File: src/rtl/flash_port_arbiter_if.sv
`default_nettype none
// ============================================================================
//  Module   : flash_port_arbiter_if
//  Purpose  : Bundles the requester-side and flash-side signals of the flash
//             read-port arbiter.
//  Ports    : reqEnable/reqAddress/reqBusy/reqDataRead   - three requesters
//             flashEnable/flashAddress/flashDataRead/flashBusy - flash port
//             timeoutError/currentOwner                     - status
//  Modports : slave  - the arbiter itself
//             master - the fabric/flash side (environment)
//  Revision : 1.0  initial release
// ============================================================================
interface flash_port_arbiter_if #(
    parameter int ADDRESS_WIDTH = 24
);
    logic [2:0]                   reqEnable;
    logic [3*ADDRESS_WIDTH-1:0]   reqAddress;
    logic [2:0]                   reqBusy;
    logic [31:0]                  reqDataRead;
    logic                         flashEnable;
    logic [ADDRESS_WIDTH-1:0]     flashAddress;
    logic [31:0]                  flashDataRead;
    logic                         flashBusy;
    logic                         timeoutError;
    logic [1:0]                   currentOwner;

    modport slave (
        input  reqEnable, reqAddress, flashDataRead, flashBusy,
        output reqBusy, reqDataRead, flashEnable, flashAddress,
               timeoutError, currentOwner
    );

    modport master (
        output reqEnable, reqAddress, flashDataRead, flashBusy,
        input  reqBusy, reqDataRead, flashEnable, flashAddress,
               timeoutError, currentOwner
    );
endinterface
`default_nettype wire

File: src/rtl/flash_port_arbiter.sv
`default_nettype none
// ============================================================================
//  Module   : flash_port_arbiter
//  Purpose  : Round-robin arbiter sharing the flash page-cache read port among
//             three requesters (0 = core0 ifetch, 1 = core0 data,
//             2 = wishbone management), with a watchdog on a stuck flash port.
//  Ports    : clk  - system clock
//             rst  - asynchronous active-low reset
//             bus  - flash_port_arbiter_if.slave (requesters + flash port)
//  Params   : ADDRESS_WIDTH  - address width forwarded to the flash port
//             TIMEOUT_CYCLES - ACTIVE cycles before forced abort, 0 = off
//  Revision : 1.0  initial release
// ============================================================================
module flash_port_arbiter #(
    parameter int ADDRESS_WIDTH  = 24,
    parameter int TIMEOUT_CYCLES = 256
) (
    input  logic                  clk,
    input  logic                  rst,
    flash_port_arbiter_if.slave   bus
);

    localparam logic [0:0] c_IDLE   = 1'b0;
    localparam logic [0:0] c_ACTIVE = 1'b1;

    localparam int CNT_W = (TIMEOUT_CYCLES > 1) ? $clog2(TIMEOUT_CYCLES) : 1;
    localparam logic [CNT_W-1:0] c_CNT_LAST =
        (TIMEOUT_CYCLES > 0) ? CNT_W'(TIMEOUT_CYCLES - 1) : '0;
    localparam logic c_WDOG_EN = (TIMEOUT_CYCLES > 0);

    logic [0:0]               state_q, state_d;
    logic [1:0]               ptr_q, ptr_d;
    logic [1:0]               owner_q, owner_d;
    logic [ADDRESS_WIDTH-1:0] addr_q, addr_d;
    logic [CNT_W-1:0]         cnt_q, cnt_d;

    logic                     w_active;
    logic                     w_grant_vld;
    logic [1:0]               w_grant_idx;
    logic [ADDRESS_WIDTH-1:0] w_grant_addr;
    logic                     w_timeout;
    logic                     w_done;
    logic [2:0]               w_owner_oh;

    // (base + offs) mod 3 for base, offs in 0..2
    function automatic logic [1:0] f_rr_index(input logic [1:0] base,
                                              input logic [1:0] offs);
        logic [2:0] sum;
        sum = {1'b0, base} + {1'b0, offs};
        f_rr_index = (sum >= 3'd3) ? 2'(sum - 3'd3) : sum[1:0];
    endfunction

    assign w_active = (state_q == c_ACTIVE);

    // Scan from the far end back toward the pointer so the candidate closest
    // to the pointer is the last one written and therefore wins.
    always_comb begin
        w_grant_vld = 1'b0;
        w_grant_idx = 2'd0;
        for (int k = 2; k >= 0; k--) begin
            if (bus.reqEnable[f_rr_index(ptr_q, 2'(k))]) begin
                w_grant_vld = 1'b1;
                w_grant_idx = f_rr_index(ptr_q, 2'(k));
            end
        end
    end

    always_comb begin
        w_grant_addr = '0;
        case (w_grant_idx)
            2'd0:    w_grant_addr = bus.reqAddress[0*ADDRESS_WIDTH +: ADDRESS_WIDTH];
            2'd1:    w_grant_addr = bus.reqAddress[1*ADDRESS_WIDTH +: ADDRESS_WIDTH];
            default: w_grant_addr = bus.reqAddress[2*ADDRESS_WIDTH +: ADDRESS_WIDTH];
        endcase
    end

    // Watchdog fires only while the flash is still busy; a normal completion
    // landing in the last allowed cycle takes precedence.
    assign w_timeout  = w_active && c_WDOG_EN && bus.flashBusy && (cnt_q == c_CNT_LAST);
    assign w_done     = w_active && (!bus.flashBusy || w_timeout);
    assign w_owner_oh = 3'(3'b001 << owner_q);

    always_comb begin
        state_d = state_q;
        ptr_d   = ptr_q;
        owner_d = owner_q;
        addr_d  = addr_q;
        cnt_d   = cnt_q;
        case (state_q)
            c_IDLE: begin
                cnt_d = '0;
                if (w_grant_vld) begin
                    state_d = c_ACTIVE;
                    owner_d = w_grant_idx;
                    addr_d  = w_grant_addr;
                    ptr_d   = (w_grant_idx == 2'd2) ? 2'd0 : w_grant_idx + 2'd1;
                end
            end
            c_ACTIVE: begin
                if (w_done) begin
                    state_d = c_IDLE;
                    cnt_d   = '0;
                end else if (bus.flashBusy) begin
                    cnt_d = cnt_q + 1'b1;
                end
            end
            default: state_d = c_IDLE;
        endcase
    end

    always_ff @(posedge clk or negedge rst) begin
        if (!rst) begin
            state_q <= c_IDLE;
            ptr_q   <= 2'd0;
            owner_q <= 2'd0;
            addr_q  <= '0;
            cnt_q   <= '0;
        end else begin
            state_q <= state_d;
            ptr_q   <= ptr_d;
            owner_q <= owner_d;
            addr_q  <= addr_d;
            cnt_q   <= cnt_d;
        end
    end

    assign bus.flashEnable  = w_active;
    assign bus.flashAddress = addr_q;
    assign bus.currentOwner = w_active ? owner_q : 2'b11;
    assign bus.timeoutError = w_timeout;
    assign bus.reqBusy      = bus.reqEnable & ~(w_done ? w_owner_oh : 3'b000);
    assign bus.reqDataRead  = !w_done   ? 32'h0000_0000 :
                              w_timeout ? 32'hFFFF_FFFF : bus.flashDataRead;

endmodule
`default_nettype wire
File: src/flat_wrapper.sv
// flat-port wrapper written by rule: the top's interface ports become plain ports
module flash_port_arbiter_flat 
#(
    parameter int ADDRESS_WIDTH  = 24,
    parameter int TIMEOUT_CYCLES = 256
)
  (clk, rst, bus_reqEnable, bus_reqAddress, bus_flashDataRead, bus_flashBusy, bus_reqBusy, bus_reqDataRead, bus_flashEnable, bus_flashAddress, bus_timeoutError, bus_currentOwner);
  flash_port_arbiter_if #(.ADDRESS_WIDTH(ADDRESS_WIDTH)) bus_i ();
  input  logic clk;
  input  logic rst;
  input wire logic [$bits(bus_i.reqEnable)-1:0] bus_reqEnable;
  input wire logic [$bits(bus_i.reqAddress)-1:0] bus_reqAddress;
  input wire logic [$bits(bus_i.flashDataRead)-1:0] bus_flashDataRead;
  input wire logic [$bits(bus_i.flashBusy)-1:0] bus_flashBusy;
  output wire logic [$bits(bus_i.reqBusy)-1:0] bus_reqBusy;
  output wire logic [$bits(bus_i.reqDataRead)-1:0] bus_reqDataRead;
  output wire logic [$bits(bus_i.flashEnable)-1:0] bus_flashEnable;
  output wire logic [$bits(bus_i.flashAddress)-1:0] bus_flashAddress;
  output wire logic [$bits(bus_i.timeoutError)-1:0] bus_timeoutError;
  output wire logic [$bits(bus_i.currentOwner)-1:0] bus_currentOwner;
  assign bus_i.reqEnable = bus_reqEnable;
  assign bus_i.reqAddress = bus_reqAddress;
  assign bus_i.flashDataRead = bus_flashDataRead;
  assign bus_i.flashBusy = bus_flashBusy;
  assign bus_reqBusy = bus_i.reqBusy;
  assign bus_reqDataRead = bus_i.reqDataRead;
  assign bus_flashEnable = bus_i.flashEnable;
  assign bus_flashAddress = bus_i.flashAddress;
  assign bus_timeoutError = bus_i.timeoutError;
  assign bus_currentOwner = bus_i.currentOwner;
  flash_port_arbiter #(.ADDRESS_WIDTH(ADDRESS_WIDTH), .TIMEOUT_CYCLES(TIMEOUT_CYCLES)) u_core (.clk(clk), .rst(rst), .bus(bus_i));
endmodule
File: config.mk
export PLATFORM = sky130hd
export DESIGN_NAME = flash_port_arbiter_flat
export DESIGN_NICKNAME = d
export VERILOG_FILES = /design/src/rtl/flash_port_arbiter_if.sv /design/src/rtl/flash_port_arbiter.sv /design/src/flat_wrapper.sv
export SDC_FILE = /design/constraint.sdc
export NUM_CORES = 1
export LEC_CHECK = 0
export ABC_AREA = 1
export BUFFER_PORTS_ARGS = -buffer_cell sky130_fd_sc_hd__buf_2
export CELL_PAD_IN_SITES_DETAIL_PLACEMENT = 0
export CELL_PAD_IN_SITES_GLOBAL_PLACEMENT = 1
export CORE_UTILIZATION = 30
export CTS_CLUSTER_SIZE = 12
export DETAILED_ROUTE_END_ITERATION = 6
export PLACE_DENSITY_LB_ADDON = 0.2
export SETUP_SLACK_MARGIN = 0.02
export SLEW_MARGIN = 20
export SYNTH_ARGS = -nofsm -noshare
export SYNTH_HDL_FRONTEND = slang
export SYNTH_SLANG_ARGS = --single-unit
File: constraint.sdc
create_clock -name clk -period 3.82 [get_ports clk]
set_input_delay 0.382 -clock clk [delete_from_list [all_inputs] [get_ports clk]]
set_output_delay 0.382 -clock clk [all_outputs]
set_load 0.05 [all_outputs]
==> results.cfg, run 1 <==
[cts]
path_clk_slew_ns = 0.08
clockBufferDepth = 2
cts_tree = built
postCtsHoldBufs = 0
cts_buffers = 5
clkSinkCount = 37
cts_setup_buffers = 0
cts-resized-gates = 0
cts_max_level = 2
clk_latency_ns = 0.29
root_buffer = clkbuf_8

[critical_path]
crit_type = reg -> out
cpMaxStageDelayCell = inv_1
worst-path-buf-inv = 2
crit_chain = ha_1 > nand3_1 > nor4_1 > nand4_1 > inv_1 > o21a_1 > buf_2
critical-path-max-stage-delay_ns = 0.73
rrSetupSlack_ns = 1.17
startpoint_type = register
cp.arrival_ns = 2.66
end_kind = output port
crit_family = buffers and inverters
critPathRequiredTime_ns = 3.44
worstPathMaxFanout = 33

[timing]
setup_viol_count_final = 0
worst_hold_slack_ns = 0.192
finalMaxSlewViolations = 0
grt_setup_unrepaired = no
fin_ws_ns = 0.773
hold_viol = 0
max_freq_mhz = 328
period_share = 0.798
slew_headroom = 0.367
min_period_ns = 3.05
worstMarginPinSlew_ns = 0.948
finalClockSkew_ns = 0.0128
fin_tns_setup_ns = 0

[min_path]
hp-class = in -> async

[drt]
avgViaCountPerCell = 4.73
drt-initial-drc-count = 129
post-route-drc-count = 0
route.vias.total = 3107
wl_per_cell_um = 13.0
ant_nets = 0
dr.pass1.iters = 4
routed_wl_um = 8540

[yosys]
syn_inst = 392
syn_area_per_cell_um2 = 6.78
synth_seq_cells = 37
yosysUniqueCellTypes = 26
ys_seq_area_frac = 0.349
ys_warn_count = 0
synth_area_um2 = 2660
synth_nets = 506

[floorplan]
core_um2 = 8380
core.rowCount = 33
num_io_pins = 173
dieArea_um2 = 9230
chipHeight_um = 96.1
start_util = 0.317
die_x_um = 96.1

[layout]
final_common_cell = buf_2
fin_nets = 665
fillers = 909
mostFrequentLayoutCells = buf_2 (172), nor2_1 (107), nand3_1 (60)
drive_gt1_frac = 0.359
syn_to_final_growth_pct = 39.4
diodes = 0

[status]
status = complete, no violations

[global_route]
grt_overflow_total = 0
first_global_vias = 2856
grt_pass1_wl_um = 13100
track_usage = 0.185
grt_max_degree = 48
antenna_found_initial = 0

[placement]
gp_congestion = 0.915
hpwl_um = 6380
port_buffers = 172
place_ws_ns = 1.09

[power_and_ir_drop]
power_density_nw_per_um2 = 1080
ir_drop_mv = 0.437
leakage_nw = 2.07

[flow_run]
drv_cap = 0
-- power breakdown --
part / internal, W / leakage [nW] / switching [W]
Sequential: 0.000572 / 0.437 / 0.0000902
Clock: 0.000263 / 0.0687 / 0.000154
Combinational: 0.000769 / 1.57 / 0.00213
-- cells by family (layout without fill, tap and decap cells) --
logic type / Yosys count / in the layout / synth area share
compound gates: 45 / 45 / 0.123
xor+xnor: 2 / 2 / 0.00660
fa+ha+maj: 4 / 4 / 0.0188
buf+inv: 71 / 231 / 0.112
flops: 37 / 37 / 0.349
simple gates: 233 / 233 / 0.391
-- per-layer routing --
metal | GRT usage | routed length, um | up-vias | part of all wire
li1 | - | - | 1602 | -
met1 | 0.227 | 3760 | 1364 | 0.44
met2 | 0.314 | 3980 | 127 | 0.47
met3 | 0.0521 | 678 | 14 | 0.079
met4 | 0.0547 | 131 | 0 | 0.015
met5 | 0 | 0 | - | 0
-- synth_stat cells --
| cell type | number | share of area |
|---|---|---|
| nand2_1 | 32 | 0.045 |
| nand3_1 | 60 | 0.11 |
| nor4_1 | 1 | 0.0024 |
| nand3_2 | 2 | 0.0075 |
| a21oi_1 | 3 | 0.0057 |
| ha_1 | 4 | 0.019 |
| nor3b_1 | 1 | 0.0028 |
| buf_2 | 12 | 0.023 |
| clkbuf_1 | 6 | 0.0085 |
| o21ai_2 | 1 | 0.0033 |
| inv_1 | 39 | 0.055 |
| o21ai_1 | 4 | 0.0075 |
| nand2_2 | 1 | 0.0024 |
| o21a_1 | 32 | 0.090 |
| buf_4 | 4 | 0.011 |
| nor3_1 | 3 | 0.0057 |
| a21boi_2 | 1 | 0.0042 |
| nand4_1 | 26 | 0.061 |
| dfrtp_1 | 37 | 0.35 |
| o211ai_2 | 1 | 0.0047 |
| xor2_1 | 1 | 0.0033 |
| xnor2_1 | 1 | 0.0033 |
| inv_2 | 8 | 0.011 |
| buf_1 | 2 | 0.0028 |
| a31oi_1 | 3 | 0.0071 |
| nor2_1 | 107 | 0.15 |
-- flip-flops by register name, summed over array words and instances, names as in the netlist --
name	flops
u_core.bus.flashAddress	24
u_core.bus.flashEnable	1
u_core.cnt_q	8
u_core.owner_q	2
u_core.ptr_q	2
-- final cells by class --
class / count / area [um^2] / area share
multi-input cells: 284 / 1440 / 0.389
inverters: 47 / 176 / 0.0476
repair buffers: 176 / 891 / 0.241
flip-flops and latches: 37 / 926 / 0.250
well taps: 105 / 131 / 0.0355
clock inverters: 3 / 68.8 / 0.0186
clock buffers: 5 / 68.8 / 0.0186
-- worst register-to-register path: cells and delay by family (launching register included) --
family,cells,cell delay (ns)
compound gates,1,0.16
buf+inv,2,0.17
simple gates,9,1.54
fa+ha+maj,1,0.26
flops,1,0.41
-- stage by stage --
stage | area, um^2 | instances | util | power, W
after global placement | 3570 | 649 | 0.425 | 0.00357
after detailed placement | 3570 | 649 | 0.425 | 0.00361
after floorplan | 2660 | 392 | - | 0.00299
after global routing | 3700 | 657 | 0.442 | 0.00437
after CTS | 3700 | 657 | 0.442 | 0.00404
final | 3700 | 657 | 0.442 | 0.00398
-- final timing paths --
check	from	endpoint	cells after the start
min in group clk	bus_reqAddress[67]	u_core.bus.flashAddress[19]	5
worst min-delay path	rst	u_core.bus.flashAddress[11]	1
worst max-delay path	u_core.cnt_q[0]	bus_reqDataRead[10]	7
max in group asynchronous	rst	u_core.owner_q[1]	1
worst max register to register	u_core.ptr_q[1]	u_core.bus.flashAddress[14]	13
worst min register to register	u_core.cnt_q[0]	u_core.cnt_q[0]	1
Power figures use the tool's default switching activity.
==> run 2, diff against run 1 <==
CORE_UTILIZATION = 28   (was 30)
clock period = 2.9 ns   (was 3.82 ns; I/O delays follow)
==> results.cfg, run 2 (synthesis results as in run 1) <==
[drt]
avgViaCountPerCell = 4.65
routed_wl_um = 8440
dr_wl_met3_um = 575
ant_nets = 0
route.vias.total = 3094
dr.pass1.iters = 6
routed.top_layer = met4
wl_per_cell_um = 12.7
wl_met2_um = 3910
drt-initial-drc-count = 106
post-route-drc-count = 0
wl_met1_um = 3840

[cts]
root_buffer = clkbuf_8
cts_tree = built
cts_max_level = 2
clkSinkCount = 37
clockBufferDepth = 2
path_clk_slew_ns = 0.08
clk_latency_ns = 0.29
cts_buffers = 5

[layout]
mostFrequentLayoutCells = buf_2 (172), nor2_1 (107), nand3_1 (60)
stdcell_area_um2 = 3750
diodes = 0
syn_to_final_growth_pct = 41.1
final_common_cell = buf_2
largest_reg_flops = 24
drive_gt1_frac = 0.362
fin_nets = 668

[critical_path]
critPathRequiredTime_ns = 2.61
crit_type = reg -> out
crit_end = bus_reqDataRead[22]
crit_chain = ha_1 > nand3_1 > nor4_1 > nand4_1 > nand2_1 > nand2_1 > inv_6 > o21a_1 > buf_2
end_kind = output port
cpMaxStageDelayCell = dfrtp_1
cp.arrival_ns = 2.35
crit_start = u_core.cnt_q[0]
rrSetupSlack_ns = 0.44
cp_common_cell = nand2_1
worstReg2RegEnd = u_core.bus.flashAddress[9]
startpoint_type = register
critical-path-max-stage-delay_ns = 0.38
worstPathMaxFanout = 34
rr_worst_depth = 9
r2r_start = u_core.ptr_q[0]

[status]
status = complete, no violations

[power_and_ir_drop]
seq_power_share = 0.163
clkPwrFrac = 0.101
ir_drop_mv = 0.766
p_int_w = 0.00217
p_sw_w = 0.00317
comb_power_share = 0.736
power_density_nw_per_um2 = 1430
leakage_nw = 2.09
swShare = 0.594
fin_total_pwr_w = 0.00534

[timing]
period_share = 0.910
fin_tns_setup_ns = 0
hold_viol = 0
worstMarginPinSlew_ns = 0.844
finalMaxSlewViolations = 0
max_freq_mhz = 379
slew_headroom = 0.437
min_period_ns = 2.64
grt_setup_unrepaired = no
setup_viol_count_final = 0
finalClockSkew_ns = 0.00611
fin_ws_ns = 0.262

[global_route]
grt_max_degree = 38
track_usage = 0.169
antenna_found_initial = 0
grt_overflow_total = 0
first_global_vias = 2780
grt_pass1_wl_um = 13400

[floorplan]
num_io_pins = 173
die_x_um = 99.4
dieArea_um2 = 9880
chipHeight_um = 99.4
core.rowCount = 35
core_um2 = 9200
start_util = 0.289

[placement]
place_area_um2 = 3610
gp_congestion = 0.778
place_ws_ns = 0.406
port_buffers = 172
hpwl_um = 6360

[flow_run]
drv_cap = 0

[min_path]
hp-class = in -> async
==> run 2: cell types whose count changed in the layout (fill, tap and decap cells not counted), sizes merged <==
cell    change
inv         -1
clkinv      +1
buf         +3
==> run 2: critical path: cells and delay by family (launching register included) <==
family          cells  cell delay, ns
compound gates      1            0.15
fa+ha+maj           1            0.19
simple gates        5            0.85
buf+inv             2            0.46
flops               1            0.38
==> run 2: final cells by class <==
class	count	area (um^2)
fill	1002	5450
clock inverter	3	65.1
tap	111	139
sequential	37	926
multi-input combinational	284	1440
inverter	47	181
timing repair buffer	179	926
clock buffer	5	68.8
==> run 2: repair_timing <==
| item | in CTS | in global routing |
|---|---|---|
| endpoints found under the setup margin | 0 | 34 |
| gates resized for setup | 0 | 3 |
| buffers inserted | 0 | 0 |
| hold buffers | 0 | 0 |
==> run 2: how the worst min path moves through the flow <==
| stage | start | to | slack [ns] |
|---|---|---|---|
| final | rst | u_core.bus.flashAddress[12] | 0.09 |
| after global routing | rst | u_core.bus.flashAddress[9] | 0.17 |
| after CTS | rst | u_core.bus.flashAddress[9] | 0.14 |
| after detailed placement | rst | u_core.bus.flashAddress[9] | 0.46 |
| after global placement | u_core.cnt_q[0] | u_core.cnt_q[0] | 0.44 |
| after floorplan | rst | u_core.bus.flashAddress[0] | -0.006 |
==> run 2: routing by layer <==
layer  vias to the layer above  track usage
li1                       1609            -
met2                       128        0.289
met5                         -            0
met3                        11       0.0422
met4                         0       0.0430
met1                      1346        0.213
==> run 2: metrics by stage <==
step / instances / util / hold WS (ns)
2_1_floorplan: 392 / - / -0.00559
3_3_place_gp: 658 / 0.392 / 0.444
3_5_place_dp: 658 / 0.392 / 0.461
4_1_cts: 666 / 0.407 / 0.137
5_1_grt: 666 / 0.407 / 0.165
6_report: 666 / 0.407 / 0.0922
==> run 2: power groups by stage <==
stage	sequential [W]	combinational [W]	clock [W]
3_5_place_dp	0.000885	0.00397	0
5_1_grt	0.000898	0.00437	0.000578
2_1_floorplan	0.00148	0.00245	0
6_report	0.000870	0.00393	0.000540
4_1_cts	0.000876	0.00397	0.000553
3_3_place_gp	0.000872	0.00395	0
==> run 3, diff against run 2 <==
ABC_AREA = not set   (was 1)
CORE_MARGIN = 2   (was not set)
CORE_UTILIZATION = 29   (was 28)
==> results.cfg, run 3 <==
[timing]
max_freq_mhz = 383
fin_tns_setup_ns = 0
worst_hold_slack_ns = 0.0900
worstMarginPinSlew_ns = 0.905
finalClockSkew_ns = 0.00598
setup_viol_count_final = 0
period_share = 0.899
hold_viol = 0
slew_headroom = 0.397
min_period_ns = 2.61
grt_setup_unrepaired = no
finalMaxSlewViolations = 0

[cts]
clk_latency_ns = 0.29
clkSinkCount = 37
cts-resized-gates = 0
clockBufferDepth = 2
postCtsHoldBufs = 0
cts_setup_buffers = 0
cts_buffers = 5
path_clk_slew_ns = 0.08
root_buffer = clkbuf_8
cts_max_level = 2
cts_tree = built

[placement]
gp_congestion = 0.756
hpwl_um = 6020
place_area_um2 = 3560
port_buffers = 172

[yosys]
yosysTopAreaCell = dfrtp_1
yosysUniqueCellTypes = 45
synth.most_common_cell = nand2_1
async_flop_share = 1.00
synth_edf_count = 0
syn_area_per_cell_um2 = 9.23
synthTopCellsByArea = dfrtp_1 (36%), o221ai_2 (12%), o21a_1 (9.3%), nand2_1 (8.3%), a32oi_1 (8.1%)
synth-main-ff-cell = dfrtp_1
ys_warn_count = 0
synth_area_um2 = 2590
ys_seq_area_frac = 0.357
netlist_top_cells_count = nand2_1 (57), dfrtp_1 (37), o21a_1 (32)
yosysTopAreaCellShare = 0.357
synth_seq_cells = 37
syn_inst = 281
synth_nets = 395

[layout]
diodes = 0
drive_gt1_frac = 0.489
mostFrequentLayoutCells = buf_2 (172), nand2_1 (57), dfrtp_1 (37)
final_util = 0.422
final_common_cell = buf_2
syn_to_final_growth_pct = 41.1
fillers = 890
stdcell_area_um2 = 3660
fin_nets = 555
largest_reg_flops = 24

[critical_path]
worstPathMaxFanout = 33
rrSetupSlack_ns = 0.37
crit_start = u_core.cnt_q[0]
worstReg2RegEnd = u_core.bus.flashAddress[4]
crit_type = reg -> out
end_kind = output port
critPathRequiredTime_ns = 2.61
r2r_start = u_core.ptr_q[0]
cp.arrival_ns = 2.32
startpoint_type = register
rr_worst_depth = 7

[global_route]
grt_overflow_total = 0
track_usage = 0.166
antenna_found_initial = 0
grt_pass1_wl_um = 13300
first_global_vias = 2800
grt_max_degree = 55

[flow_run]
drv_cap = 0

[floorplan]
die_x_um = 98.6
start_util = 0.299
chipHeight_um = 98.6
dieArea_um2 = 9710
core_um2 = 8680
core.rowCount = 34
num_io_pins = 173

[drt]
post-route-drc-count = 0
wl_per_cell_um = 15.0
route.vias.total = 2789
drt-initial-drc-count = 92
avgViaCountPerCell = 5.07
routed_wl_um = 8230
ant_nets = 0
dr.pass1.iters = 5

[power_and_ir_drop]
seq_power_share = 0.199
swShare = 0.558
leakage_nw = 1.77
clkPwrFrac = 0.092
p_int_w = 0.00193
fin_total_pwr_w = 0.00437
p_sw_w = 0.00244
ir_drop_mv = 0.461
comb_power_share = 0.709
power_density_nw_per_um2 = 1190

[min_path]
hp-class = in -> async

[status]
status = complete, no violations
run 3: kinds of logic (layout without fill, tap and decap cells):
family | after synthesis | count (layout) | share of synthesized area
fa+ha+maj | 4 | 4 | 0.0193
xor+xnor | 6 | 6 | 0.0203
buf+inv | 36 | 197 | 0.0627
compound gates | 104 | 104 | 0.371
mux | 4 | 4 | 0.0179
simple gates | 90 | 90 | 0.152
flops | 37 | 37 | 0.357
run 3: layout make-up:
| class | count | area, um^2 | share of cell area |
|---|---|---|---|
| clock buffer | 7 | 96.3 | 0.0263 |
| multi-input combinational | 208 | 1520 | 0.414 |
| clock inverter | 1 | 5.00 | 0.00137 |
| tap | 108 | 135 | 0.0369 |
| sequential | 37 | 926 | 0.253 |
| inverter | 9 | 33.8 | 0.00923 |
| timing repair buffer | 180 | 946 | 0.259 |
run 3: power by group through the flow:
stage | sequential [W] | combinational [W] | clock (W)
after global placement | 0.000883 | 0.00312 | 0
after floorplan | 0.00143 | 0.00188 | 0
after detailed placement | 0.000873 | 0.00315 | 0
after global routing | 0.000900 | 0.00334 | 0.000434
after CTS | 0.000874 | 0.00314 | 0.000412
final | 0.000870 | 0.00310 | 0.000402
run 3: stage by stage:
stage / cells / setup slack (ns)
floorplan: 281 / 0.266
global placement: 542 / 0.426
detailed placement: 542 / 0.372
CTS: 550 / 0.248
global route: 550 / 0.0666
finish: 550 / 0.292
run 3: per-layer routing:
| layer | GRT usage | share of wire | up-vias |
|---|---|---|---|
| met2 | 0.294 | 0.50 | 116 |
| met4 | 0.0400 | 0.0077 | 0 |
| met5 | 0 | 0 | - |
| met3 | 0.0376 | 0.078 | 5 |
| met1 | 0.206 | 0.42 | 1301 |
| li1 | - | - | 1367 |
run 3: critical path, cell delays in order (launching register included):
cell,delay (ns)
dfrtp_1,0.40
ha_1,0.23
nand2_1,0.06
nor2_1,0.16
nand3_1,0.21
a21oi_2,0.18
buf_4,0.31
o21a_1,0.20
buf_2,0.27
run 3: worst max path at each step:
stage,end,slack (ns),cells after the start
floorplan,bus_reqDataRead[22],0.27,5
global placement,u_core.bus.flashAddress[18],0.43,7
detailed placement,u_core.bus.flashAddress[6],0.37,7
CTS,bus_reqDataRead[20],0.25,8
global route,bus_reqDataRead[20],0.07,8
finish,bus_reqDataRead[20],0.29,8
